<file path="src/rtl/clk_div_monitor.sv">
// Divided-clock monitor: synchronizes div_clk, emits edge strobes, measures
// period/high time in clk cycles and tracks lock against the expected ratio.
module clk_div_monitor #(
   parameter int SYNC_STAGES = 2,
   parameter int CNT_W       = 8,
   parameter int EXP_PERIOD  = 3,
   parameter int TOL         = 0,
   parameter int LOCK_CNT    = 4
) (
   input  logic             clk,
   input  logic             reset,
   input  logic             div_clk,
   input  logic             err_clr,
   output logic             rise,
   output logic             fall,
   output logic [CNT_W-1:0] period,
   output logic [CNT_W-1:0] high_time,
   output logic             period_valid,
   output logic             locked,
   output logic             err
);

   localparam logic [CNT_W-1:0] CNT_MAX = '1;
   localparam int GC_W = $clog2(LOCK_CNT + 1);

   typedef enum logic [1:0] {UNLOCKED, ACQUIRE, LOCKED} state_t;

   function automatic logic [CNT_W-1:0] sat_inc(input logic [CNT_W-1:0] v);
      return (v == CNT_MAX) ? v : v + CNT_W'(1);
   endfunction

   // Distance compare done in 32-bit unsigned with the larger operand first.
   function automatic logic is_good(input logic [CNT_W-1:0] v);
      logic [31:0] a;
      logic [31:0] e;
      a = 32'(v);
      e = 32'(EXP_PERIOD);
      if (a >= e) return (a - e) <= 32'(TOL);
      else        return (e - a) <= 32'(TOL);
   endfunction

   logic [SYNC_STAGES-1:0] sync_q;
   logic                   s;
   logic                   s_d;
   logic                   rise_p0;
   logic                   fall_p0;
   logic                   tmo_p0;
   logic [CNT_W-1:0]       cnt;
   logic [CNT_W-1:0]       m_p0;
   logic                   seen;
   logic                   good_p1;
   logic                   err_set;
   state_t                 state;
   logic [GC_W-1:0]        good_cnt;

   // Stage p0: synchronized level, edge detect, running count
   assign s       = sync_q[SYNC_STAGES-1];
   assign rise_p0 = s & ~s_d;
   assign fall_p0 = ~s & s_d;
   assign m_p0    = sat_inc(cnt);
   assign tmo_p0  = (cnt == CNT_MAX) && !rise_p0;

   always_ff @(posedge clk) begin
      if (reset) sync_q <= '0;
      else       sync_q <= {sync_q[SYNC_STAGES-2:0], div_clk};
   end

   // Stage p1: registered strobes and measurements
   always_ff @(posedge clk) begin
      if (reset) begin
         s_d          <= 1'b0;
         cnt          <= '0;
         seen         <= 1'b0;
         good_p1      <= 1'b0;
         rise         <= 1'b0;
         fall         <= 1'b0;
         period       <= '0;
         high_time    <= '0;
         period_valid <= 1'b0;
      end else begin
         s_d          <= s;
         rise         <= rise_p0;
         fall         <= fall_p0;
         period_valid <= 1'b0;
         if (rise_p0) begin
            cnt     <= '0;
            seen    <= 1'b1;
            good_p1 <= is_good(m_p0);
            // A saturated count is a lost acquisition, never a period.
            if (seen && cnt != CNT_MAX) begin
               period       <= m_p0;
               period_valid <= 1'b1;
            end
         end else begin
            cnt <= sat_inc(cnt);
            if (tmo_p0) seen <= 1'b0;
         end
         if (fall_p0 && seen) high_time <= m_p0;
      end
   end

   // Stage p2: lock state machine driven by the p1 strobes
   assign err_set = (state == LOCKED) &&
                    ((rise && !(period_valid && good_p1)) || (!rise && tmo_p0));

   always_ff @(posedge clk) begin
      if (reset) begin
         state    <= UNLOCKED;
         good_cnt <= '0;
         locked   <= 1'b0;
         err      <= 1'b0;
      end else begin
         if (err_set)      err <= 1'b1;
         else if (err_clr) err <= 1'b0;

         if (rise) begin
            case (state)
               UNLOCKED: begin
                  state    <= ACQUIRE;
                  good_cnt <= '0;
                  locked   <= 1'b0;
               end
               ACQUIRE: begin
                  if (period_valid && good_p1) begin
                     if (good_cnt >= GC_W'(LOCK_CNT - 1)) begin
                        state  <= LOCKED;
                        locked <= 1'b1;
                     end
                     good_cnt <= good_cnt + GC_W'(1);
                  end else begin
                     good_cnt <= '0;
                  end
               end
               LOCKED: begin
                  if (!(period_valid && good_p1)) begin
                     state    <= ACQUIRE;
                     good_cnt <= '0;
                     locked   <= 1'b0;
                  end
               end
               default: begin
                  state    <= UNLOCKED;
                  good_cnt <= '0;
                  locked   <= 1'b0;
               end
            endcase
         end else if (tmo_p0) begin
            state    <= UNLOCKED;
            good_cnt <= '0;
            locked   <= 1'b0;
         end
      end
   end

endmodule

</file>
<file path="config.mk">
export PLATFORM = sky130hd
export DESIGN_NAME = clk_div_monitor
export DESIGN_NICKNAME = d
export VERILOG_FILES = /design/src/rtl/clk_div_monitor.sv
export SDC_FILE = /design/constraint.sdc
export NUM_CORES = 1
export LEC_CHECK = 0
export ABC_CLOCK_PERIOD_IN_PS = 2600
export BUFFER_PORTS_ARGS = -buffer_cell sky130_fd_sc_hd__buf_2
export CAP_MARGIN = 20
export CORE_MARGIN = 1.5
export CORE_UTILIZATION = 47
export DETAILED_ROUTE_END_ITERATION = 10
export PLACE_DENSITY_LB_ADDON = 0.3
export SYNTH_ARGS = -nofsm -noshare
export SYNTH_HDL_FRONTEND = slang
export SYNTH_SLANG_ARGS = --single-unit
</file>
<file path="constraint.sdc">
create_clock -name clk -period 2.6 [get_ports clk]
set_input_delay 0.78 -clock clk [delete_from_list [all_inputs] [get_ports clk]]
set_output_delay 0.78 -clock clk [all_outputs]
set_load 0.02 [all_outputs]
</file>
# Word-level counts from Yosys, hierarchy flattened
# Cells that the tools add are included.
# totals
reg_bits	39
inputBits	4
out_inout_bits	21
wordCells	77
# classes
add_sub_neg	4
order_cmp	4
eq_ne	7
n_mux	23
bitwise_logic	5
reduce_logical	20
# op_table
cell	count
$le A32 B1 Y1 const B	2
$mux W3	4
$mux W1	10
$mux W2	5
$ne A3 B3 Y1 const B	3
$sub A2 B8 Y9 const A	1
$sub A8 B2 Y9 const B	1
$add A8 B1 Y8 const B	1
$eq A8 B8 Y1 const B	1
$ge A8 B2 Y1 const B	1
$mux W8	1
$ne A8 B8 Y1 const B	1
$logic_and A1 B1 Y1	7
$pmux W2 S3	1
$pmux W3 S2	1
$reduce_bool A2 Y1	3
$reduce_and A2 Y1	2
$reduce_and A4 Y1	1
$reduce_or A2 Y1	2
$add A3 B1 Y3 const B	1
$ge A3 B2 Y1 const B	1
$logic_not A1 Y1	3
$not A1 Y1	3
$and A1 B1 Y1	2
other kinds (5)	5

# Logic depth before layout (Yosys ltp)
# Gate-level depths: netlist (run 1).
# depth
word_depth	8
depth_mapped	6
depth_no_buf	6

# Worst setup path before layout (run 1)
# OpenSTA, ideal clock, no wires.
# synth_timing
kind	flip-flop to flip-flop
from	register cnt[0]
to	register err
setup_ps	84
arrival_ps	1719
required_ps	2516
path_slack_ps	796
stages_incl_launch_ff	7
path_buffers	1
synth_period_minus_slack_ps	1804
path_cell_list	dfxtp_1 ha_1 nand2_2 or4_4 buf_6 o21a_1 o31ai_2
# synth_via
elab_chain_len	6
elab_cells_between_ends	7
classes_between	1 x eq/ne; 1 x mux; 5 x reduce/logical
# synth_rtl
item	line	text
start, declared	48	logic [CNT_W-1:0] cnt;
start signal, assigned	95	cnt <= sat_inc(cnt);
$eq A8 B8 Y1 *	61	assign tmo_p0 = (cnt == CNT_MAX) && !rise_p0;
$logic_and A1 B1 Y1 *	61	
$logic_and A1 B1 Y1 *	104	((rise && !(period_valid && good_p1)) || (!rise && tmo_p0));
$logic_or A1 B1 Y1 *	104	
$logic_and A1 B1 Y1 *	103	assign err_set = (state == LOCKED) &&
$mux W1 / $reduce_bool A2 Y1 (equally long branches)	n/a	
end signal, assigned	111	err <= 1'b0;
end signal, assigned	113	if (err_set) err <= 1'b1;
end signal, assigned	114	else if (err_clr) err <= 1'b0;
end, declared	20	output logic err
# Mark *: on every way between the ends. The rest lies on a longest branch, timed or not.
# A chain may end at the register's enable or synchronous reset.

# Final worst setup path (run 1)
# layout_timing
from	register cnt[0]
to	register good_p1
# layout_via
elab_chain_len	5
elab_cells_between_ends	9
classes_between	3 x add/sub; 3 x order compare; 1 x eq/ne; 2 x mux
# layout_rtl
item	line	text
$add A8 B1 Y8 / $eq A8 B8 Y1 (equally long branches)	29	return (v == CNT_MAX) ? v : v + CNT_W'(1);
$mux W8 *	n/a	
$sub A2 B8 Y9 / $sub A8 B2 Y9 (equally long branches)	39, 38	
$le A32 B1 Y1 (on tied branches)	39, 38	
$mux W1 *	38	if (a >= e) return (a - e) <= 32'(TOL);
end signal, assigned	88	good_p1 <= is_good(m_p0);
end, declared	51	logic good_p1;
# Marks and branches as above.

==> out/qor.yml, run 1 <==
run_status:
  outcome: "completed"
floorplanning:
  die_area_mm2: 0.004013
  ioPinCount: 25
  start_util_pct: 50.11
  fp-row-count: 21
  fp.dieW_um: 63.35
  core_area_mm2: 0.003416
  die_y_um: 63.35
logic_synthesis:
  synthFlopType: "dfxtp_1"
  synthArstFlopShare_pct: 0
  synth_warnings: 0
  synthAdderAreaFrac_pct: 2.193
  muxShareOfSynthArea_pct: 1.170
  synthesis.nets: 199
  synthXorXnorAreaFrac_pct: 1.535
  yosysSeqAreaShare_pct: 45.61
  netlist_instances: 192
  synth_top_family_by_area: "simple AND/OR/NAND/NOR gates"
  syn-cell-area_mm2: 0.001712
  synth_cell_types: 47
  yosys.area_share.simple_pct: 25.15
  synth_edf_count: 0
  ys_ff_latch: 39
  synth_compound_area_share_pct: 20.54
  syn_area_per_cell_um2: 8.915
cells_and_area:
  syn_to_final_growth_pct: 10.53
  fill_cells: 338
  n_antenna_cell: 0
  drive_above_1_share_pct: 20.19
  layout.nets: 220
sta:
  fin_crit_sh_pct: 78.40
  fin_crit_ns: 2.038
  finalSetupViolations: 0
  fmax_mhz: 490.6
  final.setup.tns_ns: 0
  tightest_slew_ns: 0.6572
  slew_headroom_pct: 55.72
  rsz0062_at_grt: "no"
  hold_viol_final: 0
  finClkSkew_ns: 0.003197
  maxSlewViolCount: 0
pwr:
  leakagePower_uw: 0.0007290
  p_total_uw: 981.6
  power_density_mw_per_mm2: 518.9
  peakVddDrop_mv: 0.2589
clock_network:
  cts_buffer_depth: 2
  cts_max_level: 2
  clock-sinks: 39
  post_cts_buffers: 0
  cts_buffers: 5
  root_buffer: "clkbuf_4"
  cts_tree: "yes"
  cts.repair.resized: 0
  ctsHoldBuffers: 0
  clk_pin_slew_worst_paths_ns: 0.11
  worstSkewPairLatency_ns: 0.35
routing:
  drt_pre_antenna_iters: 4
  ant_nets: 0
  vias: 1456
  drc: 0
  drt-vias-per-instance: 5.622
  routedWlPerCell_um: 13.67
  routed_wirelength_mm: 3.541
  drt_iter0_markers: 84
setup_path:
  r2r-start: "cnt[0]"
  start_kind: "flop"
  crit_start: "cnt[0]"
  critPathCaptureType: "flop"
  critPathRequiredTime_ns: 2.87
  crit_type: "reg2reg"
  crit_fanout: 7
  cp.arrival_ns: 2.31
worst_hold_path:
  min_from: "sync_q[0]"
  hold_path.class: "reg2reg"
place:
  numPortBuffers: 24
  gp_routability_congestion: 0.8576
  place_hpwl_mm: 2.511
grt:
  overflow: 0
  antenna_found_initial: 0
  grt_max_degree: 35
  grt_pass1_wl_mm: 5.975
  grt_pass1_vias: 1321
  grt.total_usage_pct: 18.94
flow_run:
  maxCapViolCount: 0
## per-layer routing
layer | wire length [um] | vias up | global-route usage (%) | share of wire, %
met5 | 0 | - | 0 | 0
met3 | 165 | 4 | 4.286 | 4.7
met2 | 1532 | 40 | 28.29 | 43
met1 | 1798 | 675 | 26.15 | 51
met4 | 45 | 0 | 8.152 | 1.3
li1 | - | 737 | - | -
## cell usage after synthesis, types with 2 or more instances
library cell | number | area [um2]
a211oi_1 | 8 | 60.06
a21oi_1 | 16 | 80.08
a31o_2 | 2 | 17.52
a31oi_1 | 3 | 18.77
and3_1 | 4 | 25.02
buf_4 | 3 | 22.52
clkbuf_1 | 6 | 22.52
dfxtp_1 | 39 | 780.8
ha_1 | 3 | 37.54
mux2i_1 | 2 | 20.02
nand2_1 | 16 | 60.06
nand2b_1 | 3 | 18.77
nand3_1 | 5 | 25.02
nand3b_1 | 4 | 30.03
nor2_1 | 23 | 86.33
nor2b_1 | 6 | 37.54
nor3_1 | 4 | 20.02
o211ai_1 | 6 | 45.04
o21ai_0 | 4 | 20.02
o21bai_1 | 2 | 15.01
o31ai_1 | 3 | 22.52
or3_1 | 3 | 18.77
xnor2_1 | 3 | 26.28
## flip-flops by register name, summed over array words and instances, names as in the netlist
signal        cells
cnt               8
high_time         8
period            8
good_cnt          3
state             2
sync_q            2
err               1
fall              1
good_p1           1
locked            1
period_valid      1
rise              1
s_d               1
seen              1
## area by class of cell
cell class / count / area, um2 / share of cell area (%)
inverters: 1 / 3.754 / 0.1984
clock buffers: 6 / 51.30 / 2.712
flip-flops and latches: 39 / 780.7 / 41.27
clock inverters: 1 / 5.005 / 0.2646
multi-input cells: 141 / 865.8 / 45.77
well taps: 46 / 57.56 / 3.042
repair buffers: 25 / 127.6 / 6.746
## path summary, 6_finish.rpt
check,endpoint,slack [ns],depth (start not counted)
hold / removal,sync_q[1],0.44,1
setup reg to reg,good_p1,0.56,5
setup / recovery,good_p1,0.56,5
hold reg to reg,sync_q[1],0.44,1
## where the power goes
part / internal (uW) / switching [uW]
Combinational: 18.6 / 31.3
Sequential: 607 / 10.2
Clock: 125 / 189
Total: 751 / 231
## cells in the final DEF (no fill, tap or decap), drive strengths merged, types with 2 or more instances in the layout
cell | Yosys | final
dfxtp | 39 | 39
buf | 5 | 25
nor2 | 23 | 23
nand2 | 17 | 17
a21oi | 16 | 16
a211oi | 8 | 8
o211ai | 6 | 6
nor2b | 6 | 6
nand3 | 6 | 6
clkbuf | 6 | 6
and3 | 5 | 5
nand3b | 4 | 4
o21ai | 4 | 4
nor3 | 4 | 4
o31ai | 4 | 4
or3 | 3 | 3
nand2b | 3 | 3
a31oi | 3 | 3
xnor2 | 3 | 3
ha | 3 | 3
a31o | 2 | 2
mux2i | 2 | 2
o21bai | 2 | 2
and2 | 2 | 2
or4 | 2 | 2
## cells by family (layout without fill, tap and decap cells)
family                     Yosys count  after routing
buffers and inverters               12             33
AOI/OAI and AO/OA                   52             52
xor gates and xnor gates             3              3
muxes                                2              2
adders and majority gates            3              3
DFF                                 39             39
and+or+nand+nor                     81             81
## critical path, cell delays in order, from the launching register on
cell       delay, ns
dfxtp_1         0.44
ha_1            0.32
nand2_2         0.12
nor4b_1         0.59
o2111ai_1       0.24
o31ai_1         0.25
## per-stage QoR
step / instances / util, % / setup WS [ns] / area [um2] / hold WS, ns
floorplan: 192 / - / 0.7964 / 1712 / 0.4138
global placement: 252 / 53.74 / 0.6690 / 1836 / 0.4158
detailed placement: 252 / 53.74 / 0.6378 / 1836 / 0.4247
CTS: 259 / 55.38 / 0.5741 / 1892 / 0.4504
global route: 259 / 55.38 / 0.3107 / 1892 / 0.4724
finish: 259 / 55.38 / 0.5616 / 1892 / 0.4438
Power figures use the tool's default switching activity.
==> inputs of run 2 (changes only) <==
ABC_CLOCK_PERIOD_IN_PS = 1950   (was 2600)
clock period = 1.95 ns   (was 2.6 ns; I/O delays follow)
==> out/qor.yml, run 2 (synthesis gave the netlist of run 1 again) <==
run_status:
  outcome: "completed"
sta:
  tightest_slew_ns: 0.4520
  final.setup.tns_ns: 0
  fmax_mhz: 540.2
  rsz0062_at_grt: "no"
  finClkSkew_ns: 0.005731
  maxSlewViolCount: 0
  fin_crit_ns: 1.851
  hold_viol_final: 0
  fin_crit_sh_pct: 94.93
  slew_headroom_pct: 69.44
  finalSetupViolations: 0
grt:
  grt.total_usage_pct: 19.61
  grt_pass1_vias: 1367
  grt_pass1_wl_mm: 6.141
  antenna_found_initial: 0
  grt_max_degree: 23
  overflow: 0
setup_path:
  crit_type: "reg2reg"
  crit_start: "cnt[1]"
  start_kind: "flop"
  critPathCaptureType: "flop"
  r2r_cells: 5
  cp.arrival_ns: 2.11
  critPathRequiredTime_ns: 2.21
  r2r_slack_ns: 0.1
  crit_fanout: 7
  crit_end: "err"
  r2r_end: "err"
  r2r-start: "cnt[1]"
clock_network:
  post_cts_buffers: 0
  cts_buffer_depth: 2
  cts.repair.resized: 0
  clock-sinks: 39
  cts_max_level: 2
  root_buffer: "clkbuf_4"
  cts_tree: "yes"
  ctsHoldBuffers: 0
  clk_pin_slew_worst_paths_ns: 0.11
  cts_buffers: 5
  worstSkewPairLatency_ns: 0.34
floorplanning:
  start_util_pct: 50.11
  die_area_mm2: 0.004013
  core_area_mm2: 0.003416
  fp-row-count: 21
  ioPinCount: 25
  die_y_um: 63.35
  fp.dieW_um: 63.35
pwr:
  intPower_uw: 966.5
  p_seq_share_pct: 64.9
  clockPowerShare_pct: 29.3
  p_switching_uw: 298.3
  comb_power_share_pct: 5.9
  p_total_uw: 1265
  leakagePower_uw: 0.0007579
  power_density_mw_per_mm2: 653.1
  peakVddDrop_mv: 0.2950
  sw_frac_of_total_pct: 23.59
cells_and_area:
  n_antenna_cell: 0
  fill_cells: 316
  drive_above_1_share_pct: 22.27
  reg.largest.list: "cnt: 8 flops, high_time: 8 flops, period: 8 flops"
  final_cells: 266
  final_cell_mix: "dfxtp_1 (39), buf_2 (24), nor2_1 (23)"
  layout_commonest_cell: "dfxtp_1"
  design_area_mm2: 0.001937
  layout.nets: 228
  syn_to_final_growth_pct: 13.16
  fin_util_pct: 56.70
place:
  place_area_mm2: 0.001896
  numPortBuffers: 24
  placedCellCount: 260
  gp_routability_congestion: 0.8773
  place_hpwl_mm: 2.623
flow_run:
  maxCapViolCount: 0
routing:
  drt_iter0_markers: 77
  drt-vias-per-instance: 5.481
  ant_nets: 0
  routedWlPerCell_um: 13.33
  routed_wirelength_mm: 3.546
  vias: 1458
  drc: 0
  drt_pre_antenna_iters: 4
worst_hold_path:
  hold_path.class: "reg2reg"
[run 2: cell count changes in the layout (fill, tap and decap cells not counted), sizes merged]
cell,delta
buf,+8
clkinv,-1
[run 2: stage by stage]
step	hold slack [ns]	setup slack [ns]
after floorplan	0.4138	0.1464
after global placement	0.4171	0.1954
after detailed placement	0.4204	0.1287
after CTS	0.4451	0.1018
after global routing	0.4583	0.02361
final	0.4451	0.09886
[run 2: layout make-up]
| cell class | instances | area (um2) | share of cell area (%) |
|---|---|---|---|
| clock buffer | 6 | 41.29 | 2.132 |
| inverter | 1 | 3.754 | 0.1938 |
| multi-input combinational | 141 | 865.8 | 44.70 |
| sequential | 39 | 780.7 | 40.31 |
| tap | 46 | 57.56 | 2.972 |
| timing repair buffer | 33 | 187.7 | 9.690 |
[run 2: power groups by stage]
stage / registers, uW / clock network, uW / logic [uW]
floorplan: 839 / 0 / 50.0
global placement: 838 / 0 / 74.7
detailed placement: 839 / 0 / 74.0
CTS: 820 / 382 / 74.3
global route: 823 / 425 / 81.8
finish: 820 / 370 / 74.5
[run 2: metal layers]
| metal | vias up | global-route usage [%] | share of wire, % |
|---|---|---|---|
| li1 | 751 | - | - |
| met1 | 667 | 26.35 | 51 |
| met5 | - | 0 | 0 |
| met4 | 0 | 7.609 | 2.1 |
| met2 | 32 | 29.08 | 42 |
| met3 | 8 | 6.429 | 4.4 |
[run 2: worst min-delay path by stage]
stage | from | to | slack, ns | cells past startpoint
3_5_place_dp | sync_q[0] | sync_q[1] | 0.42 | 1
3_3_place_gp | sync_q[0] | sync_q[1] | 0.42 | 1
5_1_grt | div_clk | sync_q[0] | 0.46 | 2
4_1_cts | sync_q[0] | sync_q[1] | 0.45 | 1
6_report | sync_q[0] | sync_q[1] | 0.45 | 1
2_1_floorplan | sync_q[0] | sync_q[1] | 0.41 | 1
[run 2: worst max-delay path: stages, from the launching register on]
cell and delay (ns):
dfxtp_1 0.38, ha_1 0.30, nand2_2 0.11, or4_4 0.60
o21a_1 0.20, o31ai_2 0.17
==> inputs of run 3 (changes only) <==
ABC_AREA = 0   (was not set)
PLACE_DENSITY = 0.73   (was not set)
PLACE_DENSITY_LB_ADDON = not set   (was 0.3)
==> out/qor.yml, run 3 (synthesis gave the netlist of run 1 again) <==
grt:
  overflow: 0
  antenna_found_initial: 0
  grt_pass1_wl_mm: 5.989
  grt_pass1_vias: 1310
  grt_max_degree: 20
  grt.met2_usage_pct: 30.39
  met3_usage_pct: 4.821
  gr-max-usage-layer: "met2"
  grt.total_usage_pct: 18.97
  use_met1_pct: 24.80
routing:
  drt-vias-per-instance: 5.528
  drt_iter0_markers: 87
  drc: 0
  drt_pre_antenna_iters: 4
  ant_nets: 0
  routed_wirelength_mm: 3.599
  routedWlPerCell_um: 13.58
  vias: 1465
pwr:
  peakVddDrop_mv: 0.3597
  leakagePower_uw: 0.0007536
  power_density_mw_per_mm2: 652.1
floorplanning:
  start_util_pct: 50.11
  fp-row-count: 21
  die_area_mm2: 0.004013
  ioPinCount: 25
  die_y_um: 63.35
  core_area_mm2: 0.003416
  fp.dieW_um: 63.35
clock_network:
  cts_buffers: 5
  ctsHoldBuffers: 0
  cts.repair.resized: 0
  worstSkewPairLatency_ns: 0.33
  cts_buffer_depth: 2
  clk_pin_slew_worst_paths_ns: 0.10
  clock-sinks: 39
  cts_max_level: 2
  cts_tree: "yes"
  root_buffer: "clkbuf_4"
  post_cts_buffers: 0
worst_hold_path:
  hold-path-endpoint: "sync_q[1]"
  hold_depth: 1
  hold_path.class: "reg2reg"
  min_from: "sync_q[0]"
cells_and_area:
  multi_input_comb_area_um2: 865.8
  drive_above_1_share_pct: 21.92
  regArea_um2: 780.7
  reg.largest.list: "cnt: 8 flops, high_time: 8 flops, period: 8 flops"
  fill_cells: 343
  layout_commonest_cell: "dfxtp_1"
  syn_to_final_growth_pct: 12.72
  layout.nets: 227
  design_area_mm2: 0.001929
  n_antenna_cell: 0
  final_cell_mix: "dfxtp_1 (39), buf_2 (24), nor2_1 (23)"
place:
  place_hpwl_mm: 2.686
  gp_routability_congestion: 0.8633
  numPortBuffers: 24
  place_area_mm2: 0.001888
setup_path:
  crit_type: "reg2reg"
  r2r_cells: 5
  r2r_slack_ns: 0.12
  r2r-start: "cnt[1]"
  path_cells: "ha_1 -> nand2_2 -> or4_4 -> o21a_1 -> o31ai_2"
  critPathRequiredTime_ns: 2.21
  max_stage_delay_ns: 0.61
  crit_fanout: 7
  crit_path_top_delay_cell: "or4_4"
  critPathCaptureType: "flop"
  r2r_end: "err"
  start_kind: "flop"
  cp.arrival_ns: 2.09
sta:
  fin_crit_sh_pct: 93.82
  hold_viol_final: 0
  rsz0062_at_grt: "no"
  finalSetupViolations: 0
  finClkSkew_ns: 0.003941
  slew_headroom_pct: 52.38
  fmax_mhz: 546.6
  maxSlewViolCount: 0
  fin_crit_ns: 1.830
  tightest_slew_ns: 0.7069
  final.setup.tns_ns: 0
flow_run:
  maxCapViolCount: 0
run_status:
  outcome: "completed"
run 3: cell types whose count changed in the layout (fill, tap and decap cells not counted), sizes merged:
cell	change
buf	-1
run 3: worst max-delay path by stage:
stage	depth (start not counted)	start	slack (ns)	end
final	5	cnt[1]	0.12	err
after floorplan	6	cnt[0]	0.15	err
after detailed placement	5	cnt[1]	0.16	err
after global placement	5	cnt[1]	0.20	err
after global routing	5	cnt[1]	0.02	err
after CTS	5	cnt[1]	0.12	err
run 3: report_power, final:
group          internal (uW)  total, uW  switching [uW]  leakage [uW]
Combinational           28.6       73.5            44.9      0.000414
Clock                    129        364             235     0.0000242
Sequential               809        821            11.5      0.000316
run 3: layer usage:
layer / share of wire (%) / up-vias
li1: - / 745
met1: 50 / 691
met2: 47 / 27
met3: 3.1 / 2
met4: 0.33 / 0
met5: 0 / -
run 3: layout make-up:
class	count	share of cell area (%)
timing repair buffer	32	9.339
multi-input combinational	141	44.88
tap	46	2.983
inverter	1	0.1946
clock buffer	6	2.140
sequential	39	40.47
run 3: through the flow:
| stage | power, uW | cells | hold slack [ns] | util (%) | setup WS [ns] |
|---|---|---|---|---|---|
| 6_report | 1258 | 265 | 0.4485 | 56.48 | 0.1204 |
| 5_1_grt | 1312 | 265 | 0.4785 | 56.48 | 0.02330 |
| 4_1_cts | 1268 | 265 | 0.4521 | 56.48 | 0.1229 |
| 3_5_place_dp | 912.1 | 259 | 0.4268 | 55.27 | 0.1605 |
| 3_3_place_gp | 910.9 | 259 | 0.4178 | 55.27 | 0.1953 |
| 2_1_floorplan | 889.1 | 192 | 0.4138 | - | 0.1464 |
run 3: worst max-delay path: cells and delay by family (launching register included):
family | cells | cell delay (ns)
compound gates | 2 | 0.35
fa+ha+maj | 1 | 0.30
simple gates | 2 | 0.72
flops | 1 | 0.38
